## config.mk

```make
export PLATFORM = sky130hd
export DESIGN_NAME = prog_mem
export DESIGN_NICKNAME = d
export VERILOG_FILES = /design/src/rtl/cpu_pkg.sv /design/src/rtl/prog_mem_array.sv /design/src/rtl/prog_mem.sv
export SDC_FILE = /design/constraint.sdc
export NUM_CORES = 1
export LEC_CHECK = 0
export CAP_MARGIN = 5
export CORE_MARGIN = 2
export CORE_UTILIZATION = 60
export CTS_BUF_LIST = sky130_fd_sc_hd__clkbuf_2 sky130_fd_sc_hd__clkbuf_4 sky130_fd_sc_hd__clkbuf_8
export CTS_CLUSTER_DIAMETER = 200
export DETAILED_ROUTE_END_ITERATION = 10
export HOLD_SLACK_MARGIN = 0.05
export PLACE_DENSITY_LB_ADDON = 0.15
export REMOVE_ABC_BUFFERS = 1
export SYNTH_ARGS = -nofsm -noshare
export SYNTH_HDL_FRONTEND = slang
export SYNTH_SLANG_ARGS = --single-unit
```

## constraint.sdc

```tcl
create_clock -name clk -period 6.2 [get_ports clk]
set_input_delay 0.62 -clock clk [delete_from_list [all_inputs] [get_ports clk]]
set_output_delay 0.62 -clock clk [all_outputs]
set_load 0.005 [all_outputs]
```

## src/rtl/cpu_pkg.sv

```systemverilog
// Shared definitions for the 8-bit accumulator CPU: opcodes, default widths
// and the program-loader state encoding.
package cpu_pkg;

  localparam int CPU_DATA_W = 8;
  localparam int CPU_ADRS_W = 8;

  localparam logic [7:0] OP_NOP  = 8'h00;
  localparam logic [7:0] OP_LDI  = 8'h01;
  localparam logic [7:0] OP_LD   = 8'h02;
  localparam logic [7:0] OP_ADDI = 8'h03;
  localparam logic [7:0] OP_ADD  = 8'h04;
  localparam logic [7:0] OP_ST   = 8'h05;
  localparam logic [7:0] OP_JMP  = 8'h06;

  typedef enum logic {
    IDLE = 1'b0,
    LOAD = 1'b1
  } loader_state_t;

endpackage

```

## src/rtl/prog_mem_array.sv

```systemverilog
// DEPTH x W storage with synchronous write and enabled synchronous read;
// rdata holds its value on cycles without a read.
module prog_mem_array #(
  parameter int W     = 8,
  parameter int DEPTH = 32,
  parameter int AW    = 5
) (
  input  logic          clk,
  input  logic          we,
  input  logic [AW-1:0] waddr,
  input  logic [W-1:0]  wdata,
  input  logic          re,
  input  logic [AW-1:0] raddr,
  output logic [W-1:0]  rdata
);

  logic [W-1:0] mem [DEPTH];

  always_ff @(posedge clk) begin
    if (we) mem[waddr] <= wdata;
    if (re) rdata <= mem[raddr];
  end

endmodule

```

## src/rtl/prog_mem.sv

```systemverilog
// Loadable program memory: one-cycle fetch port plus streaming loader FSM.
// Optional parity checking is enabled with macro PROG_MEM_PARITY_EN.
module prog_mem
  import cpu_pkg::*;
#(
  parameter int DATA_W = CPU_DATA_W,
  parameter int ADRS_W = CPU_ADRS_W,
  parameter int DEPTH  = 32
) (
  input  logic              clk,
  input  logic              rst,
  input  logic [ADRS_W-1:0] adrs,
  input  logic              rd,
  output logic [DATA_W-1:0] dout,
  output logic              dvalid,
  output logic              rd_err,
  input  logic              ld_start,
  input  logic [DATA_W-1:0] ld_data,
  input  logic              ld_valid,
  input  logic              ld_last,
  output logic              ld_ready,
  output logic              ld_ovf,
  output logic [ADRS_W:0]   prog_len,
  output logic              busy,
`ifdef PROG_MEM_PARITY_EN
  output logic              perr,
`endif
  output loader_state_t     dbg_state
);

  // Loader handshake: a word transfers on a rising edge where ld_valid and
  // ld_ready are both high; ld_ready never depends on ld_valid.
  localparam int AW = (DEPTH > 1) ? $clog2(DEPTH) : 1;
`ifdef PROG_MEM_PARITY_EN
  localparam int MW = DATA_W + 1;
`else
  localparam int MW = DATA_W;
`endif
  localparam logic [ADRS_W:0] DEPTH_L = DEPTH[ADRS_W:0];

  loader_state_t   state;
  logic [ADRS_W:0] ptr;
  logic [ADRS_W:0] adrs_x;
  logic            fill_q;
  logic            accept;
  logic            fetch;
  logic            in_range;
  logic            hit;
  logic [MW-1:0]   wdata;
  logic [MW-1:0]   rdata;

  assign adrs_x    = {1'b0, adrs};
  assign busy      = (state == LOAD);
  assign ld_ready  = busy && (ptr < DEPTH_L);
  assign accept    = ld_valid && ld_ready && !ld_start;
  assign fetch     = rd && !busy;
  assign in_range  = (adrs_x < DEPTH_L);
  assign hit       = fetch && (adrs_x < prog_len);
  assign dbg_state = state;

`ifdef PROG_MEM_PARITY_EN
  assign wdata = {^ld_data, ld_data};
  assign perr  = dvalid && !fill_q && (^rdata);
`else
  assign wdata = ld_data;
`endif

  prog_mem_array #(
    .W     (MW),
    .DEPTH (DEPTH),
    .AW    (AW)
  ) u_array (
    .clk   (clk),
    .we    (accept),
    .waddr (ptr[AW-1:0]),
    .wdata (wdata),
    .re    (hit),
    .raddr (adrs[AW-1:0]),
    .rdata (rdata)
  );

  // Restart has priority over an accepted word in the same cycle.
  always_ff @(posedge clk) begin
    if (rst) begin
      state    <= IDLE;
      ptr      <= '0;
      prog_len <= '0;
      ld_ovf   <= 1'b0;
    end else if (ld_start) begin
      state    <= LOAD;
      ptr      <= '0;
      prog_len <= '0;
      ld_ovf   <= 1'b0;
    end else if (state == LOAD && ld_valid) begin
      if (ld_ready) begin
        ptr      <= ptr + 1'b1;
        prog_len <= ptr + 1'b1;
      end else begin
        ld_ovf <= 1'b1;
      end
      if (ld_last) state <= IDLE;
    end
  end

  // fill_q marks reads that return the NOP fill instead of array data.
  always_ff @(posedge clk) begin
    if (rst) begin
      dvalid <= 1'b0;
      rd_err <= 1'b0;
      fill_q <= 1'b1;
    end else begin
      dvalid <= fetch;
      rd_err <= fetch && !in_range;
      if (fetch) fill_q <= !hit;
    end
  end

  assign dout = fill_q ? '0 : rdata[DATA_W-1:0];

endmodule

```

## Word level (Yosys, flattened, before mapping)

Memories as Yosys holds them, arrays and structs flattened. A register that Yosys moved wholly into a read port is not among the register bits.
Cells that the tools add are included.

| word-level totals | value |
|---|---|
| register bits after elaboration | 14 |
| bits in latches | 0 |
| memory bits (writable) | 256 |
| bits in read-only memories | 0 |
| word-level logic and storage cells | 35 |
| memories | 1 |

| operators by class | value |
|---|---|
| $add $sub $neg | 1 |
| $mul | 0 |
| div/mod/pow operators | 0 |
| magnitude comparators | 3 |
| equal/unequal tests | 0 |
| shift operators | 0 |
| muxes and demuxes | 6 |
| bitwise gates (word level) | 1 |
| reduce and logical (&&, ||, !) cells | 17 |

Memory list:

| name | words | bits a word | rd ports | clocked after memory_dff | write ports | RTL line | source |
|---|---|---|---|---|---|---|---|
| u_array.mem | 32 | 8 | 1 | 1 | 1 | prog_mem_array.sv:17 | `logic [W-1:0] mem [DEPTH];` |

Operators with widths:

| cell | number |
|---|---|
| $add A9 B1 Y9 const B | 1 |
| $lt A8 B9 Y1 | 1 |
| $lt A9 B6 Y1 const B | 1 |
| $lt A8 B6 Y1 const B | 1 |
| $mux W8 | 1 |
| $logic_and A1 B1 Y1 | 7 |
| $reduce_and A2 Y1 | 3 |
| $mux W1 | 5 |
| $logic_not A1 Y1 | 4 |
| $reduce_bool A2 Y1 | 2 |
| $reduce_or A2 Y1 | 1 |
| $not A1 Y1 | 1 |

## Longest topological paths before layout

Gate-level depths: netlist (run 1).

| depth | value |
|---|---|
| depth after elaboration | 6 |
| gate-level depth with buffers | 7 |
| depth with buffers taken out | 6 |

## By module

A second synthesis (run 1) with hierarchy kept.

| unflattened totals | value |
|---|---|
| cells, all modules | 507 |
| area total of the unflattened synthesis | 10923.0 µm² |

Modules (own cells, without submodules):

| module | instances | cells an instance | area each (µm²) | seq. area each (µm²) |
|---|---|---|---|---|
| prog_mem_array | 1 | 417 | 10133.5 | 7927.6 |
| prog_mem | 1 | 90 | 789.5 | 280.3 |

## Worst setup path before layout (run 1)

OpenSTA, ideal clock, no wires.

| timing | value |
|---|---|
| kind | in2reg |
| start | input port adrs[2] |
| end | register u_array.rdata[0], read port of u_array.mem (enable) |
| arrival | 1886 ps |
| required time | 5817 ps |
| path slack | 3930 ps |
| stages on the path | 5 |
| buffers on the path | 0 |
| path through | ha_1 > a21oi_1 > o21ai_0 > o2bb2ai_1 > nor3_1 |

| between the ends | value |
|---|---|
| word-level cells in the longest chain between the ends | 2 |

Ends and longest elaborated chain:

| item | RTL line | source |
|---|---|---|
| start, declared | prog_mem.sv:12 | `input logic [ADRS_W-1:0] adrs,` |
| $lt A8 B9 Y1 | prog_mem.sv:58 | `assign hit = fetch && (adrs_x < prog_len);` |
| $logic_and A1 B1 Y1 | prog_mem.sv:58 |  |
| via hit | prog_mem.sv:48 | `logic hit;` |
| end, declared | prog_mem_array.sv:14 | `output logic [W-1:0] rdata` |

The timed path passes the listed nets, and every way through them passes these cells.
A chain may end at the register's enable or synchronous reset.

## Worst setup path in the final report (run 1)

| timing | value |
|---|---|
| start | input port adrs[2] |
| end | register u_array.rdata[6], read port of u_array.mem (enable) |

Same word-level chain as after synthesis.

==> reports/results.ini, run 1 <==
[critical_path]
max_stage_delay_ns = 0.86
cells_along_the_critical_path = buf_2 -> buf_4 -> ha_1 -> a21oi_1 -> o21ai_0 -> o2bb2ai_1 -> nor3_1
critPathLaunchType = primary input
worst-r2r-setup-slack_ns = 3.62
worst-endpoint-required_ns = 6.36
critPathKind = in -> reg
data_arrival_critical_path_ns = 2.97
setup.worst_path.end_class = flip-flop
worst_path_max_delay_cell = sky130_fd_sc_hd__nor3_1
crit_path_max_fanout = 65

[yosys]
synth-warning-count = 0
postSynth.topFlopCell = sky130_fd_sc_hd__edfxtp_1
synthDominantCellAreaShare_pct = 71.9
synth_enable_flop_cells = 264
post_synth_instance_area_um2 = 11000
synth_seq_area_share_pct = 74.5
synthesis.instances = 543
most_frequently_used_cell_type_in_the_post_synthesis_netlist = sky130_fd_sc_hd__edfxtp_1
synth.area.top_cells = sky130_fd_sc_hd__edfxtp_1 72%, sky130_fd_sc_hd__mux4_1 9.8%, sky130_fd_sc_hd__mux4_2 4.7%, sky130_fd_sc_hd__dfxtp_1 2.5%, sky130_fd_sc_hd__o22ai_1 1.8%
post_synth_most_frequent_cells = 264 x sky130_fd_sc_hd__edfxtp_1, 50 x sky130_fd_sc_hd__nor2_1, 41 x sky130_fd_sc_hd__mux4_1
library_cell_occupying_the_most_area_in_the_post_synthesis_netlist = sky130_fd_sc_hd__edfxtp_1
async_reset_ff_share_pct = 0
synth.ff_latch_count = 278
ys_types = 38
post_synth.cell_area_avg_um2 = 20.3

[drt]
number_of_optimization_iterations_in_the_first_detailed_route_pass = 7
drt_drc_violations_left = 0
dr.first_iter.drc_count = 407
drt-total-wl_um = 22000
antenna_left = 0
vias = 5354
routedWlPerCell_um = 25.4
routed_via_density = 6.17

[cts]
cts_setup_buffers = 0
clock_sinks = 278
cts_inserted_buffers = 44
clock-root-buffer = sky130_fd_sc_hd__clkbuf_8
clk_pin_slew_worst_paths_ns = 0.06
cts-root-to-sink-buffers = 3
cts_tree = done
clkLatencyLatePin_ns = 0.54
post_cts_hold_buffer_count = 0
cts_htree_levels = 2
cts-resized-gates = 0

[final_layout]
antenna_cells_inserted = 0
finish.net_count = 643
n_fill_cell = 1147
ff_latch_area_um2 = 8210
fraction_of_final_layout_cells_with_drive_strength_greater_than_1_pct = 16.1
design_area_um2 = 12400
multi_input_comb_area_um2 = 2590
area_growth_syn_to_layout_pct = 12.8

[floorplanning]
fp.coreArea_um2 = 18000
initial_cell_density_of_the_core_pct = 61.2
floorplan.die.height_um = 140
x_dimension_of_the_die_um = 140
rows = 49
die_area_um2 = 19500
ioPinCount = 45

[sta]
timing.final.setup_violations = 0
final.setup.tns_ns = 0
achievable-frequency_mhz = 355
grt_setup_unrepaired = no
timing_hold_violations_final = 0
timing.final.crit_share_pct = 45.4
finalWorstPathRequiredPeriod_ns = 2.82
clk_skew_ns = 0.0277
worst-slew-pin-transition_ns = 1.30
final_max_slew_viol_count = 0
worst_slew_margin_rel_pct = 13.3

[hold_path]
holdCritPathClass = reg -> reg

[grt]
grt_pass1_wl_um = 33500
grt_pass1_vias = 5522
antenna_found_initial = 0
grt_start_max_net_pins = 66
globalRouteOverflowTotal = 0
grtUsageTotal_pct = 23.4

[power]
total_leakage_power_nw = 4.01
ir_worst_vdd_uv = 326
power.density_cell_area_nw_per_um2 = 299

[outcome]
outcome = complete, no violations

[placement]
routabilityCongestion = 0.846
detailed_placement_hpwl_um = 13400
placed_area_um2 = 11600
port-buffer-count = 44

[run]
max_cap_viol_count = 0

stage by stage:
step,hold slack (ns),power (mW),worst slack (ns),utilization [%],std cells
after CTS,0.480,3.74,3.39,68.8,867
after global routing,0.495,3.83,3.18,69.0,868
after global placement,0.456,2.26,2.83,64.2,792
after detailed placement,0.467,2.27,2.83,64.2,792
after floorplan,0.464,2.17,3.93,-,517
final,0.472,3.71,3.38,69.0,868
worst max-delay path: cells and delay by family:
family          cells  cell delay [ns]
simple gates        1             0.86
compound gates      3             0.36
buf+inv             2             0.73
fa+ha+maj           1             0.38
cell type report:
cell class                 instances  area share (%)
clock buffer                      60            5.99
sequential                       278            66.0
timing repair buffer              47            3.82
tap                              229            2.30
inverter                           8           0.242
multi-input combinational        231            20.9
clock inverter                    15           0.745
report_power, final:
group,total [mW],switching (mW),internal (mW)
logic,0.162,0.0931,0.0690
clock network,1.49,0.669,0.816
registers,2.07,0.00268,2.06
layout by cell type, fill, tap and decap left out, types with 5 or more instances in the layout:
cell,Yosys,final
sky130_fd_sc_hd__nand3_1,5,5
sky130_fd_sc_hd__nand2_1,15,15
sky130_fd_sc_hd__o22ai_1,32,32
sky130_fd_sc_hd__inv_1,8,8
sky130_fd_sc_hd__edfxtp_1,264,264
sky130_fd_sc_hd__nor2_1,50,50
sky130_fd_sc_hd__mux4_1,41,41
sky130_fd_sc_hd__clkbuf_8,0,47
sky130_fd_sc_hd__a21oi_1,7,7
sky130_fd_sc_hd__mux4_2,23,23
sky130_fd_sc_hd__clkbuf_4,1,13
sky130_fd_sc_hd__nor2b_1,10,10
sky130_fd_sc_hd__ha_1,11,11
sky130_fd_sc_hd__dfxtp_1,14,14
sky130_fd_sc_hd__nor4_1,7,7
sky130_fd_sc_hd__clkinv_1,0,8
sky130_fd_sc_hd__clkinv_2,0,5
sky130_fd_sc_hd__clkdlybuf4s50_1,0,42
final timing paths:
kind / endpoint / startpoint / depth (start not counted)
worst max register to register: u_array.mem[10][0]$_DFFE_PP_ / ptr[8]$_SDFFE_PP0P_ / 4
worst min register to register: ld_ovf$_SDFFE_PP0P_ / ld_ovf$_SDFFE_PP0P_ / 1
worst max-delay path: u_array.rdata[6]$_DFFE_PP_ / adrs[2] / 7
worst min-delay path: ld_ovf$_SDFFE_PP0P_ / ld_ovf$_SDFFE_PP0P_ / 1
sequential cells by signal (all words and copies together), names as in the netlist:
name / count
rd_err: 1
ld_ovf: 1
dvalid: 1
u_array.rdata: 8
busy: 1
fill_q: 1
u_array.mem: 256
ptr: 9
routing by layer:
layer,track usage [%],up-vias,share of wire [%]
li1,-,2393,-
met1,32.1,2734,41
met2,37.4,188,49
met3,6.30,39,7.6
met4,7.42,0,2.4
met5,0,-,0
cells by family after synthesis:
kind of cell | share of synthesized area [%]
simple gates | 4.86
xor+xnor | 0.238
fa+ha+maj | 1.25
buf+inv | 2.02
compound gates | 2.71
mux | 14.5
flops | 74.5
Note: power is estimated with default switching activity, not from simulation.
==> inputs of run 2 (changes only) <==
==> constraint.sdc (replaced) <==
create_clock -name clk -period 2.6 [get_ports clk]
set_input_delay 0.26 -clock clk [delete_from_list [all_inputs] [get_ports clk]]
set_output_delay 0.26 -clock clk [all_outputs]
set_load 0.005 [all_outputs]
==> reports/results.ini, run 2 (synthesized netlist as in run 1, its figures left out) <==
[grt]
grt_pass1_wl_um = 35100
grt_pass1_vias = 5649
antenna_found_initial = 0
grt_start_max_net_pins = 33
grtUsageTotal_pct = 24.5
globalRouteOverflowTotal = 0

[final_layout]
layout_commonest_cell = sky130_fd_sc_hd__edfxtp_1
largest_reg_flops = 256
register_name_with_the_most_flops = u_array.mem
antenna_cells_inserted = 0
layout.cells.most_common_list = 264 x sky130_fd_sc_hd__edfxtp_1, 51 x sky130_fd_sc_hd__buf_4, 50 x sky130_fd_sc_hd__nor2_1
layout_top_registers = u_array.mem x256, ptr x9, u_array.rdata x8
fraction_of_final_layout_cells_with_drive_strength_greater_than_1_pct = 21.5
area_growth_syn_to_layout_pct = 16.0
finish.net_count = 691

[sta]
worst-slew-pin-transition_ns = 0.574
finalWorstPathRequiredPeriod_ns = 2.29
grt_setup_unrepaired = no
timing.final.crit_share_pct = 87.9
timing.final.setup_violations = 0
timing_hold_violations_final = 0
postLayoutSetupSlackWorst_ns = 0.314
clk_skew_ns = 0.0296
worst_slew_margin_rel_pct = 61.6
final_max_slew_viol_count = 0
final.setup.tns_ns = 0
achievable-frequency_mhz = 437

[outcome]
outcome = complete, no violations

[power]
total_leakage_power_nw = 4.26
power.density_cell_area_nw_per_um2 = 695
ir_worst_vdd_uv = 573
total_power_mw = 8.89

[drt]
drt-total-wl_um = 23200
drt_drc_violations_left = 0
vias = 5700
dr.first_iter.drc_count = 512
number_of_optimization_iterations_in_the_first_detailed_route_pass = 5
antenna_left = 0
routed_via_density = 6.21
routedWlPerCell_um = 25.3

[cts]
cts_setup_buffers = 0
cts_inserted_buffers = 44
cts_htree_levels = 2
cts-resized-gates = 0
cts_tree = done
clkLatencyLatePin_ns = 0.55
clock_sinks = 278
clock-root-buffer = sky130_fd_sc_hd__clkbuf_8
clk_pin_slew_worst_paths_ns = 0.06
cts-root-to-sink-buffers = 3
post_cts_hold_buffer_count = 0

[critical_path]
critPathLaunchType = flip-flop
crit_buf_inv = 1
worst-endpoint-required_ns = 2.34
critPathKind = reg -> out
critical-path-top-delay-family = simple AND/OR/NAND/NOR gates
reg2reg_depth = 5
data_arrival_critical_path_ns = 2.03
setup.worst_path.end_class = primary output
max_stage_delay_ns = 0.50
worst_path_max_delay_cell = sky130_fd_sc_hd__clkdlybuf4s50_1
cells_along_the_critical_path = nor4_4 -> and2_1 -> clkdlybuf4s50_1
crit_path_max_fanout = 6
cp.depth = 3

[hold_path]
hold-path-cell-count = 4
holdCritPathClass = in -> reg

[floorplanning]
initial_cell_density_of_the_core_pct = 61.2
fp.coreArea_um2 = 18000
x_dimension_of_the_die_um = 140
ioPinCount = 45
rows = 49
die_area_um2 = 19500
floorplan.die.height_um = 140

[placement]
routabilityCongestion = 0.869
detailed_placement_hpwl_um = 14800
pre_cts_ws_ns = 0.310
port-buffer-count = 44

[run]
max_cap_viol_count = 0

-- run 2: area by class of cell --
type	count	area, um2
clock inverters	21	139
clock buffers	56	702
flip-flops and latches	278	8210
fillers	1127	5240
well taps	229	287
repair buffers	95	828
inverters	8	30.0
multi-input cells	231	2590
-- run 2: path summary, 6_finish.rpt --
| path | from | endpoint | slack (ns) |
|---|---|---|---|
| min | ld_last | busy$_SDFFE_PP0P_ | 0.34 |
| min reg2reg | ld_ovf$_SDFFE_PP0P_ | ld_ovf$_SDFFE_PP0P_ | 0.48 |
| max reg2reg | ptr[8]$_SDFFE_PP0P_ | u_array.mem[13][4]$_DFFE_PP_ | 0.34 |
| max | ptr[8]$_SDFFE_PP0P_ | ld_ready | 0.31 |
-- run 2: metal layers --
metal / track usage, % / part of all wire (%) / vias up
li1: - / - / 2487
met1: 35.1 / 41 / 2960
met2: 39.5 / 50 / 221
met3: 5.23 / 6.6 / 32
met4: 6.74 / 2.0 / 0
met5: 0 / 0 / -
-- run 2: stage by stage --
| stage | instances | util [%] | hold slack [ns] | area [um2] |
|---|---|---|---|---|
| after floorplan | 517 | - | 0.332 | 10800 |
| after global placement | 841 | 66.3 | 0.452 | 11900 |
| after CTS | 918 | 70.9 | 0.331 | 12800 |
| final | 918 | 70.9 | 0.343 | 12800 |
| after global routing | 918 | 70.9 | 0.373 | 12800 |
| after detailed placement | 841 | 66.3 | 0.475 | 11900 |
-- run 2: worst reg2reg max path: cells and delay by family, from the launching register on --
| kind | cells | cell delay (ns) |
|---|---|---|
| AND/OR/NAND/NOR | 4 | 1.36 |
| flip-flops | 1 | 0.37 |
| buffers and inverters | 1 | 0.22 |
-- run 2: report_power, final --
group / leakage (nW) / switching [mW] / internal, mW
clock network: 0.446 / 1.60 / 1.96
logic: 1.33 / 0.226 / 0.177
registers: 2.49 / 0.00852 / 4.91
==> inputs of run 3 (changes only) <==
--- a/config.mk
+++ b/config.mk
@@ -6,8 +6,7 @@
 export NUM_CORES = 1
 export LEC_CHECK = 0
 export CAP_MARGIN = 5
-export CORE_MARGIN = 2
-export CORE_UTILIZATION = 60
+export CORE_UTILIZATION = 40
 export CTS_BUF_LIST = sky130_fd_sc_hd__clkbuf_2 sky130_fd_sc_hd__clkbuf_4 sky130_fd_sc_hd__clkbuf_8
 export CTS_CLUSTER_DIAMETER = 200
 export DETAILED_ROUTE_END_ITERATION = 10
==> reports/results.ini, run 3 (synthesized netlist as in run 1, its figures left out) <==
[grt]
grtUsageTotal_pct = 18.2
grt_pass1_vias = 5794
antenna_found_initial = 1
grt_start_max_net_pins = 33
globalRouteOverflowTotal = 0
grt_pass1_wl_um = 36900

[placement]
routabilityCongestion = 0.821
port-buffer-count = 44
detailed_placement_hpwl_um = 16000

[cts]
cts_htree_levels = 2
clock_sinks = 278
post_cts_hold_buffer_count = 0
clock-root-buffer = sky130_fd_sc_hd__clkbuf_8
clkLatencyLatePin_ns = 0.56
cts_setup_buffers = 0
cts-root-to-sink-buffers = 3
clk_pin_slew_worst_paths_ns = 0.05
cts_inserted_buffers = 47
cts_tree = done
cts-resized-gates = 0

[sta]
final.setup.tns_ns = 0
achievable-frequency_mhz = 434
timing.final.crit_share_pct = 88.7
finalWorstPathRequiredPeriod_ns = 2.31
worst_slew_margin_rel_pct = 59.2
clk_skew_ns = 0.0264
timing_hold_violations_final = 0
timing.final.setup_violations = 0
worst-slew-pin-transition_ns = 0.611
grt_setup_unrepaired = no
final_max_slew_viol_count = 0

[floorplanning]
fp.coreArea_um2 = 27000
die_area_um2 = 28200
ioPinCount = 45
rows = 60
x_dimension_of_the_die_um = 168
floorplan.die.height_um = 168
initial_cell_density_of_the_core_pct = 40.8

[drt]
routed_via_density = 5.39
dr.first_iter.drc_count = 443
wl_met1_um = 11300
vias = 5605
highest-signal-layer = met5
drt_drc_violations_left = 0
route.met3.wl_um = 1200
drt-total-wl_um = 24900
number_of_optimization_iterations_in_the_first_detailed_route_pass = 4
detailroute.wirelength.met2_um = 11800
antenna_left = 0
routedWlPerCell_um = 24.0

[hold_path]
holdCritPathClass = in -> reg
hold-path-cell-count = 4

[final_layout]
area_growth_syn_to_layout_pct = 18.7
finish.net_count = 695
n_fill_cell = 2229
layout.cells.most_common_list = 264 x sky130_fd_sc_hd__edfxtp_1, 53 x sky130_fd_sc_hd__clkbuf_8, 52 x sky130_fd_sc_hd__buf_4
antenna_cells_inserted = 0
fraction_of_final_layout_cells_with_drive_strength_greater_than_1_pct = 23.9
layout_top_registers = u_array.mem x256, ptr x9, u_array.rdata x8
largest_reg_flops = 256
layout_commonest_cell = sky130_fd_sc_hd__edfxtp_1
register_name_with_the_most_flops = u_array.mem

[outcome]
outcome = complete, no violations

[power]
power.density_cell_area_nw_per_um2 = 716
total_power_mw = 9.37
ir_worst_vdd_uv = 433
total_leakage_power_nw = 4.35

[critical_path]
reg2reg_depth = 5
worst_path_max_delay_cell = sky130_fd_sc_hd__clkdlybuf4s50_1
data_arrival_critical_path_ns = 2.05
cells_along_the_critical_path = nor4_4 -> buf_4 -> and2_1 -> clkdlybuf4s50_1
crit_path_max_fanout = 5
max_stage_delay_ns = 0.51
worst-endpoint-required_ns = 2.34
setup.worst_path.end_class = primary output
critPathKind = reg -> out
cp.depth = 4
crit_buf_inv = 2
critPathLaunchType = flip-flop
critical-path-top-delay-family = buffers and inverters

[run]
max_cap_viol_count = 0

==> run 3: routing by layer <==
| layer | vias up | global-route usage (%) |
|---|---|---|
| met2 | 142 | 28.7 |
| met5 | - | 0 |
| li1 | 2502 | - |
| met4 | 2 | 6.18 |
| met1 | 2910 | 25.3 |
| met3 | 49 | 3.53 |
==> run 3: layout make-up <==
class / instances / area, um2 / share of cell area (%)
clock buffer: 73 / 880 / 6.72
clock inverter: 12 / 113 / 0.861
multi-input combinational: 231 / 2590 / 19.8
tap: 341 / 427 / 3.26
sequential: 278 / 8210 / 62.7
timing repair buffer: 96 / 836 / 6.39
inverter: 8 / 30.0 / 0.229
==> run 3: worst paths after layout <==
kind,slack [ns],end,startpoint
max,0.29,ld_ready,ptr[8]$_SDFFE_PP0P_
min,0.37,busy$_SDFFE_PP0P_,ld_last
max reg2reg,0.50,u_array.mem[20][0]$_DFFE_PP_,ptr[8]$_SDFFE_PP0P_
min reg2reg,0.48,ld_ovf$_SDFFE_PP0P_,ld_ovf$_SDFFE_PP0P_
==> run 3: report_power, final <==
group,total (mW),internal (mW),switching [mW]
Clock,4.02,2.35,1.67
Combinational,0.419,0.177,0.242
Sequential,4.92,4.91,0.00766
Total,9.37,7.44,1.92
==> run 3: per-stage QoR <==
stage | std cells | instance area [um2] | util (%) | setup slack, ns | hold slack (ns)
global placement | 954 | 12100 | 44.8 | 0.274 | 0.466
finish | 1039 | 13100 | 48.4 | 0.295 | 0.373
floorplan | 517 | 10800 | - | 0.498 | 0.332
CTS | 1039 | 13100 | 48.4 | 0.257 | 0.352
global route | 1039 | 13100 | 48.4 | 0.203 | 0.370
detailed placement | 954 | 12100 | 44.8 | 0.261 | 0.471
==> run 3: worst register-to-register path: cells and delay by family, from the launching register on <==
family / cells / cell delay, ns
buffers and inverters: 1 / 0.20
DFF: 1 / 0.36
and+or+nand+nor: 4 / 1.25
